<file path="src/rtl/addsub_accumulator_if.sv">
// Command/result bundle for addsub_accumulator.
//   in_valid/in_ready/in_cmd/in_data : command handshake (master -> slave)
//   out_valid/out_ready              : result handshake (slave -> master)
//   acc, flag_c/z/n/v                : registered result and status flags
// The accumulator itself connects through the slave modport; the command
// source and result sink connect through the master modport.
interface addsub_accumulator_if #(
    parameter int unsigned N = 4
);
    logic         in_valid;
    logic         in_ready;
    logic [1:0]   in_cmd;
    logic [N-1:0] in_data;
    logic         out_valid;
    logic         out_ready;
    logic [N-1:0] acc;
    logic         flag_c;
    logic         flag_z;
    logic         flag_n;
    logic         flag_v;

    modport slave (
        input  in_valid, in_cmd, in_data, out_ready,
        output in_ready, out_valid, acc, flag_c, flag_z, flag_n, flag_v
    );

    modport master (
        output in_valid, in_cmd, in_data, out_ready,
        input  in_ready, out_valid, acc, flag_c, flag_z, flag_n, flag_v
    );
endinterface

</file>
<file path="src/rtl/addsub_accumulator.sv">
// Sequential accumulator stage around an external combinational N-bit
// adder-subtractor. Commands (ADD/SUB/LOAD/CLEAR) are accepted over a
// valid/ready handshake, executed in one cycle, and the result is presented
// over a valid/ready output handshake.
// Ports:
//   clk, rst_n     : clock (rising edge) and synchronous active-low reset
//   bus (slave)    : command/result handshakes, acc and status flags
//   as_a/as_b/as_op: operands and operation driven to the adder-subtractor
//   as_s/as_cout   : sum/difference and carry back from the adder-subtractor
module addsub_accumulator #(
    parameter int unsigned N = 4
) (
    input  logic                 clk,
    input  logic                 rst_n,
    addsub_accumulator_if.slave  bus,
    output logic [N-1:0]         as_a,
    output logic [N-1:0]         as_b,
    output logic                 as_op,
    input  logic [N-1:0]         as_s,
    input  logic                 as_cout
);

    localparam logic [1:0] CmdAdd   = 2'b00;
    localparam logic [1:0] CmdSub   = 2'b01;
    localparam logic [1:0] CmdLoad  = 2'b10;
    localparam logic [1:0] CmdClear = 2'b11;

    typedef enum logic [1:0] {StIdle, StExec, StResp} state_e;

    state_e       state_q, state_d;
    logic [1:0]   cmd_q;
    logic [N-1:0] opnd_q;
    logic [N-1:0] acc_q, acc_d;
    logic         flag_c_q, flag_c_d;
    logic         flag_v_q, flag_v_d;
    logic         flag_z_q, flag_n_q;
    logic         out_valid_q;
    logic         accept;

    assign as_a  = acc_q;
    assign as_b  = opnd_q;
    assign as_op = (cmd_q == CmdSub);

    assign bus.acc       = acc_q;
    assign bus.flag_c    = flag_c_q;
    assign bus.flag_z    = flag_z_q;
    assign bus.flag_n    = flag_n_q;
    assign bus.flag_v    = flag_v_q;
    assign bus.out_valid = out_valid_q;

    // Handshake and next-state.
    always_comb begin
        state_d      = state_q;
        bus.in_ready = 1'b0;
        accept       = 1'b0;
        unique case (state_q)
            StIdle: begin
                bus.in_ready = 1'b1;
                if (bus.in_valid) begin
                    accept  = 1'b1;
                    state_d = StExec;
                end
            end
            StExec: state_d = StResp;
            StResp: begin
                // Result consumption and a new command may share one cycle.
                bus.in_ready = bus.out_ready;
                if (bus.out_ready) begin
                    if (bus.in_valid) begin
                        accept  = 1'b1;
                        state_d = StExec;
                    end else begin
                        state_d = StIdle;
                    end
                end
            end
            default: state_d = StIdle;
        endcase
    end

    // Result of the command held in cmd_q/opnd_q; only committed in StExec.
    always_comb begin
        acc_d    = acc_q;
        flag_c_d = 1'b0;
        flag_v_d = 1'b0;
        unique case (cmd_q)
            CmdAdd: begin
                acc_d    = as_s;
                flag_c_d = as_cout;
                flag_v_d = (acc_q[N-1] == opnd_q[N-1]) && (as_s[N-1] != acc_q[N-1]);
            end
            CmdSub: begin
                acc_d    = as_s;
                flag_c_d = as_cout;
                flag_v_d = (acc_q[N-1] != opnd_q[N-1]) && (as_s[N-1] != acc_q[N-1]);
            end
            CmdLoad:  acc_d = opnd_q;
            CmdClear: acc_d = '0;
            default:  acc_d = acc_q;
        endcase
    end

    always_ff @(posedge clk) begin
        if (!rst_n) begin
            state_q     <= StIdle;
            cmd_q       <= '0;
            opnd_q      <= '0;
            acc_q       <= '0;
            flag_c_q    <= 1'b0;
            flag_z_q    <= 1'b1;
            flag_n_q    <= 1'b0;
            flag_v_q    <= 1'b0;
            out_valid_q <= 1'b0;
        end else begin
            state_q     <= state_d;
            out_valid_q <= (state_d == StResp);
            if (accept) begin
                cmd_q  <= bus.in_cmd;
                opnd_q <= bus.in_data;
            end
            if (state_q == StExec) begin
                acc_q    <= acc_d;
                flag_c_q <= flag_c_d;
                flag_v_q <= flag_v_d;
                flag_z_q <= (acc_d == '0);
                flag_n_q <= acc_d[N-1];
            end
        end
    end

endmodule
</file>
<file path="src/flat_wrapper.sv">
// flat-port wrapper written by rule: the top's interface ports become plain ports
module addsub_accumulator_flat 
#(
    parameter int unsigned N = 4
)
  (clk, rst_n, as_a, as_b, as_op, as_s, as_cout, bus_in_valid, bus_in_cmd, bus_in_data, bus_out_ready, bus_in_ready, bus_out_valid, bus_acc, bus_flag_c, bus_flag_z, bus_flag_n, bus_flag_v);
  addsub_accumulator_if #(.N(N)) bus_i ();
  input  logic clk;
  input  logic rst_n;
  output logic [N-1:0] as_a;
  output logic [N-1:0] as_b;
  output logic as_op;
  input  logic [N-1:0] as_s;
  input  logic as_cout;
  input wire logic [$bits(bus_i.in_valid)-1:0] bus_in_valid;
  input wire logic [$bits(bus_i.in_cmd)-1:0] bus_in_cmd;
  input wire logic [$bits(bus_i.in_data)-1:0] bus_in_data;
  input wire logic [$bits(bus_i.out_ready)-1:0] bus_out_ready;
  output wire logic [$bits(bus_i.in_ready)-1:0] bus_in_ready;
  output wire logic [$bits(bus_i.out_valid)-1:0] bus_out_valid;
  output wire logic [$bits(bus_i.acc)-1:0] bus_acc;
  output wire logic [$bits(bus_i.flag_c)-1:0] bus_flag_c;
  output wire logic [$bits(bus_i.flag_z)-1:0] bus_flag_z;
  output wire logic [$bits(bus_i.flag_n)-1:0] bus_flag_n;
  output wire logic [$bits(bus_i.flag_v)-1:0] bus_flag_v;
  assign bus_i.in_valid = bus_in_valid;
  assign bus_i.in_cmd = bus_in_cmd;
  assign bus_i.in_data = bus_in_data;
  assign bus_i.out_ready = bus_out_ready;
  assign bus_in_ready = bus_i.in_ready;
  assign bus_out_valid = bus_i.out_valid;
  assign bus_acc = bus_i.acc;
  assign bus_flag_c = bus_i.flag_c;
  assign bus_flag_z = bus_i.flag_z;
  assign bus_flag_n = bus_i.flag_n;
  assign bus_flag_v = bus_i.flag_v;
  addsub_accumulator #(.N(N)) u_core (.clk(clk), .rst_n(rst_n), .bus(bus_i), .as_a(as_a), .as_b(as_b), .as_op(as_op), .as_s(as_s), .as_cout(as_cout));
endmodule
</file>
<file path="config.mk">
export PLATFORM = sky130hd
export DESIGN_NAME = addsub_accumulator_flat
export DESIGN_NICKNAME = d
export VERILOG_FILES = /design/src/rtl/addsub_accumulator_if.sv /design/src/rtl/addsub_accumulator.sv /design/src/flat_wrapper.sv
export SDC_FILE = /design/constraint.sdc
export NUM_CORES = 1
export LEC_CHECK = 0
export CORE_AREA = 4 4 50 52
export CTS_CLUSTER_DIAMETER = 150
export DETAILED_ROUTE_END_ITERATION = 16
export DIE_AREA = 0 0 54 56
export GPL_ROUTABILITY_DRIVEN = 0
export PLACE_DENSITY = 0.75
export SKIP_CTS_REPAIR_TIMING = 1
export SLEW_MARGIN = 20
export SYNTH_ARGS = -nofsm -noshare
export SYNTH_HDL_FRONTEND = slang
export SYNTH_SLANG_ARGS = --single-unit
</file>
<file path="constraint.sdc">
create_clock -name clk -period 1.3 [get_ports clk]
set_input_delay 0.13 -clock clk [delete_from_list [all_inputs] [get_ports clk]]
set_output_delay 0.13 -clock clk [all_outputs]
set_load 0.01 [all_outputs]
</file>
==> run summary <==
FF+latch area: 325 um^2
RSZ-0062 raised after global routing: false
Max VDD drop: 499 uV
Area taken by multi-input logic gates: 417 um^2
GRT overflow: 0
I/O Buffers: 33
Sequential area share after synthesis: 0.387
Peak Freq: 847 MHz
Max incr delay on CP: 0.37 ns
IO Count: 34
Die height: 56 um
Initial drt markers: 7
WS Path Type: reg -> out
Layout cells sized above 1: 0.182
First-pass GRT wire length: 3050 um
Core box area: 2110 um^2
Fin. max-slew vios: 0
Worst EP arrival: 1.05 ns
Syn-to-layout area delta: 52.2%
Mapped Area: 827 um^2
Avg WL per Cell: 13.5 um
Fin crit period: 1.18 ns
Final wirelength: 2010 um
Fin cells: 149
Max Fanout on Critical Path: 4
Vias: 749
Gate power share: 0.240
DPL Wire Length: 1480 um
Antenna diodes: 0
Yosys top cell area share: 0.387
Die area: 3020 um^2
Antenna viol nets, final: 0
Antenna violations before repair: 0
CTS tree: built
Crit path buffers/inverters: 1
DP Cell Count: 145
CP Launch Type: flop
Final Skew: 0.00374 ns
CTS Sinks: 16
Max Cap Viol: 0
Initial Util: 0.393
Internal: 850 uW
Hold Path Class: in -> reg
Clk_lat worst skew: 0.28 ns
Critical Path Slowest Stage Cell: dfxtp_1
Yosys warnings: 0
DR vias/cell: 5.03
Run status: finished clean
Ranking of synthesized cells by area: dfxtp_1 39%, nand4b_1 6.4%, a21oi_1 5.4%
Flop pwr share: 0.474
Syn Nets: 102
P_sw: 304 uW
Least-Margin Pin Slew: 0.311 ns
Yosys reg bits: 16
Worst Hold Slack: 0.421 ns
Remaining DRCs: 0
DR pass1 iterations: 3
Cell family with most CP delay: flip-flops
Vias in the first global route: 703
Final hold vios: 0
Overall Global Routing Usage: 0.135
Slew Limit Headroom: 0.793
Mapped Cells: 87
Fillcell total: 192
Avg Cell Area, Syn: 9.51 um^2
Largest net degree at the start of global routing: 14
Biggest area consumer among synthesized cells: dfxtp_1
Tcrit/Tclk final: 0.908
Depth of the CTS H-tree: 1
Leakage power: 0.000758 uW
Switching share of power: 0.263
Clock root buffer: clkbuf_4
Reg clk slew, reported paths: 0.10 ns
Nets: 137
Clock power frac: 0.286
Max clock buf depth: 2
Cell Rows: 17
Pwr/cell area: 917 nW/um^2
CP Capture Type: primary output
CP required: 1.17 ns
CTS Buf Count: 3
Worst path cell trace: nor2b_1 -> nor2_1 -> dlymetal6s2s_1
DIE WIDTH: 54 um
Setup violations, final: 0
Unique masters post-synth: 30
==> metal layers <==
layer  vias up  track usage  wire (um)
met5         -            0          0
met4         0       0.0747         21
met3         2       0.0268        151
met2        23        0.213        969
met1       345        0.166        868
li1        379            -          -
==> metrics by stage <==
step / area, um^2 / total power (uW) / setup slack, ns / TNS (ns) / util
floorplan: 827 / 706 / 0.277 / 0 / -
global placement: 1170 / 838 / -0.124 / -0.124 / 0.556
detailed placement: 1170 / 845 / -0.113 / -0.113 / 0.556
CTS: 1210 / 1170 / -0.242 / -1.34 / 0.573
global route: 1260 / 1210 / 0.0154 / 0 / 0.598
finish: 1260 / 1150 / 0.120 / 0 / 0.598
==> cells in the final DEF, fill, tap and decap left out, types with 2 or more instances in the layout <==
cell,n
dfxtp_2,4
nand2b_1,4
clkdlybuf4s50_1,14
nand4b_1,6
o211a_1,2
o31ai_1,6
nand3b_1,4
inv_1,3
buf_4,7
nand2_1,2
nor2_1,3
nor2b_1,4
a311oi_2,2
dlymetal6s2s_1,19
and2_1,2
clkbuf_4,3
dfxtp_1,12
a21oi_1,9
==> worst paths after layout <==
kind | startpoint | cells after the start | end | slack, ns
min | as_cout | 3 | u_core.bus.flag_c$_SDFFE_PN0N_ | 0.42
max reg2reg | u_core.state_q[0]$_SDFF_PN0_ | 3 | u_core.bus.flag_z$_SDFFE_PN1N_ | 0.13
max | u_core.state_q[1]$_SDFF_PN0_ | 3 | bus_in_ready | 0.12
min reg2reg | u_core.bus.flag_c$_SDFFE_PN0N_ | 2 | u_core.bus.flag_c$_SDFFE_PN0N_ | 0.46
==> power by group through the flow <==
| stage | Sequential [uW] | Clock, uW | Combinational [uW] |
|---|---|---|---|
| final | 547 | 330 | 277 |
| after global routing | 552 | 361 | 301 |
| after CTS | 546 | 339 | 288 |
| after detailed placement | 557 | 0 | 287 |
| after global placement | 556 | 0 | 283 |
| after floorplan | 569 | 0 | 137 |
==> kinds of logic (layout without fill, tap and decap cells) <==
| group | after synthesis | count (layout) | share of synthesized area |
|---|---|---|---|
| AO/OA/AOI/OAI | 25 | 25 | 0.244 |
| XOR/XNOR | 1 | 1 | 0.0106 |
| buffers and inverters | 14 | 48 | 0.109 |
| flip-flops | 16 | 16 | 0.387 |
| multiplexers | 1 | 1 | 0.0121 |
| AND/OR/NAND/NOR | 30 | 30 | 0.238 |
==> worst register-to-register path: stages (launching register included) <==
cell	delay (ns)
dfxtp_1	0.41
and2b_1	0.34
o221ai_2	0.17
o31ai_2	0.18
==> sequential cells by signal (all words and copies together) (netlist names) <==
| signal | cells |
|---|---|
| u_core.as_a | 4 |
| u_core.as_b | 4 |
| u_core.bus.flag_c | 1 |
| u_core.bus.flag_v | 1 |
| u_core.bus.flag_z | 1 |
| u_core.bus.out_valid | 1 |
| u_core.cmd_q | 2 |
| u_core.state_q | 2 |
==> cell usage after synthesis <==
master,n
o221ai_2,1
nor4_1,1
and2_1,2
nand2b_1,4
mux2i_1,1
nand4b_1,6
a311oi_2,2
inv_2,1
nand3b_1,4
o41ai_2,1
o21ai_1,1
nand2_1,2
nand3_1,1
o21ai_0,1
nand2b_2,1
and2b_1,1
xnor2_1,1
nor3_1,1
o21bai_1,1
dfxtp_1,16
buf_2,3
inv_1,3
o31ai_2,1
nor2_1,3
buf_6,2
buf_4,5
o31ai_1,6
o211a_1,2
nor2b_1,4
a21oi_1,9
==> final cells by class <==
| class | instances | share of cell area |
|---|---|---|
| clock buffers | 4 | 0.0288 |
| inverters | 4 | 0.0119 |
| multi-input cells | 57 | 0.331 |
| flip-flops and latches | 16 | 0.258 |
| well taps | 28 | 0.0278 |
| repair buffers | 40 | 0.342 |
Power figures use the tool's default switching activity.
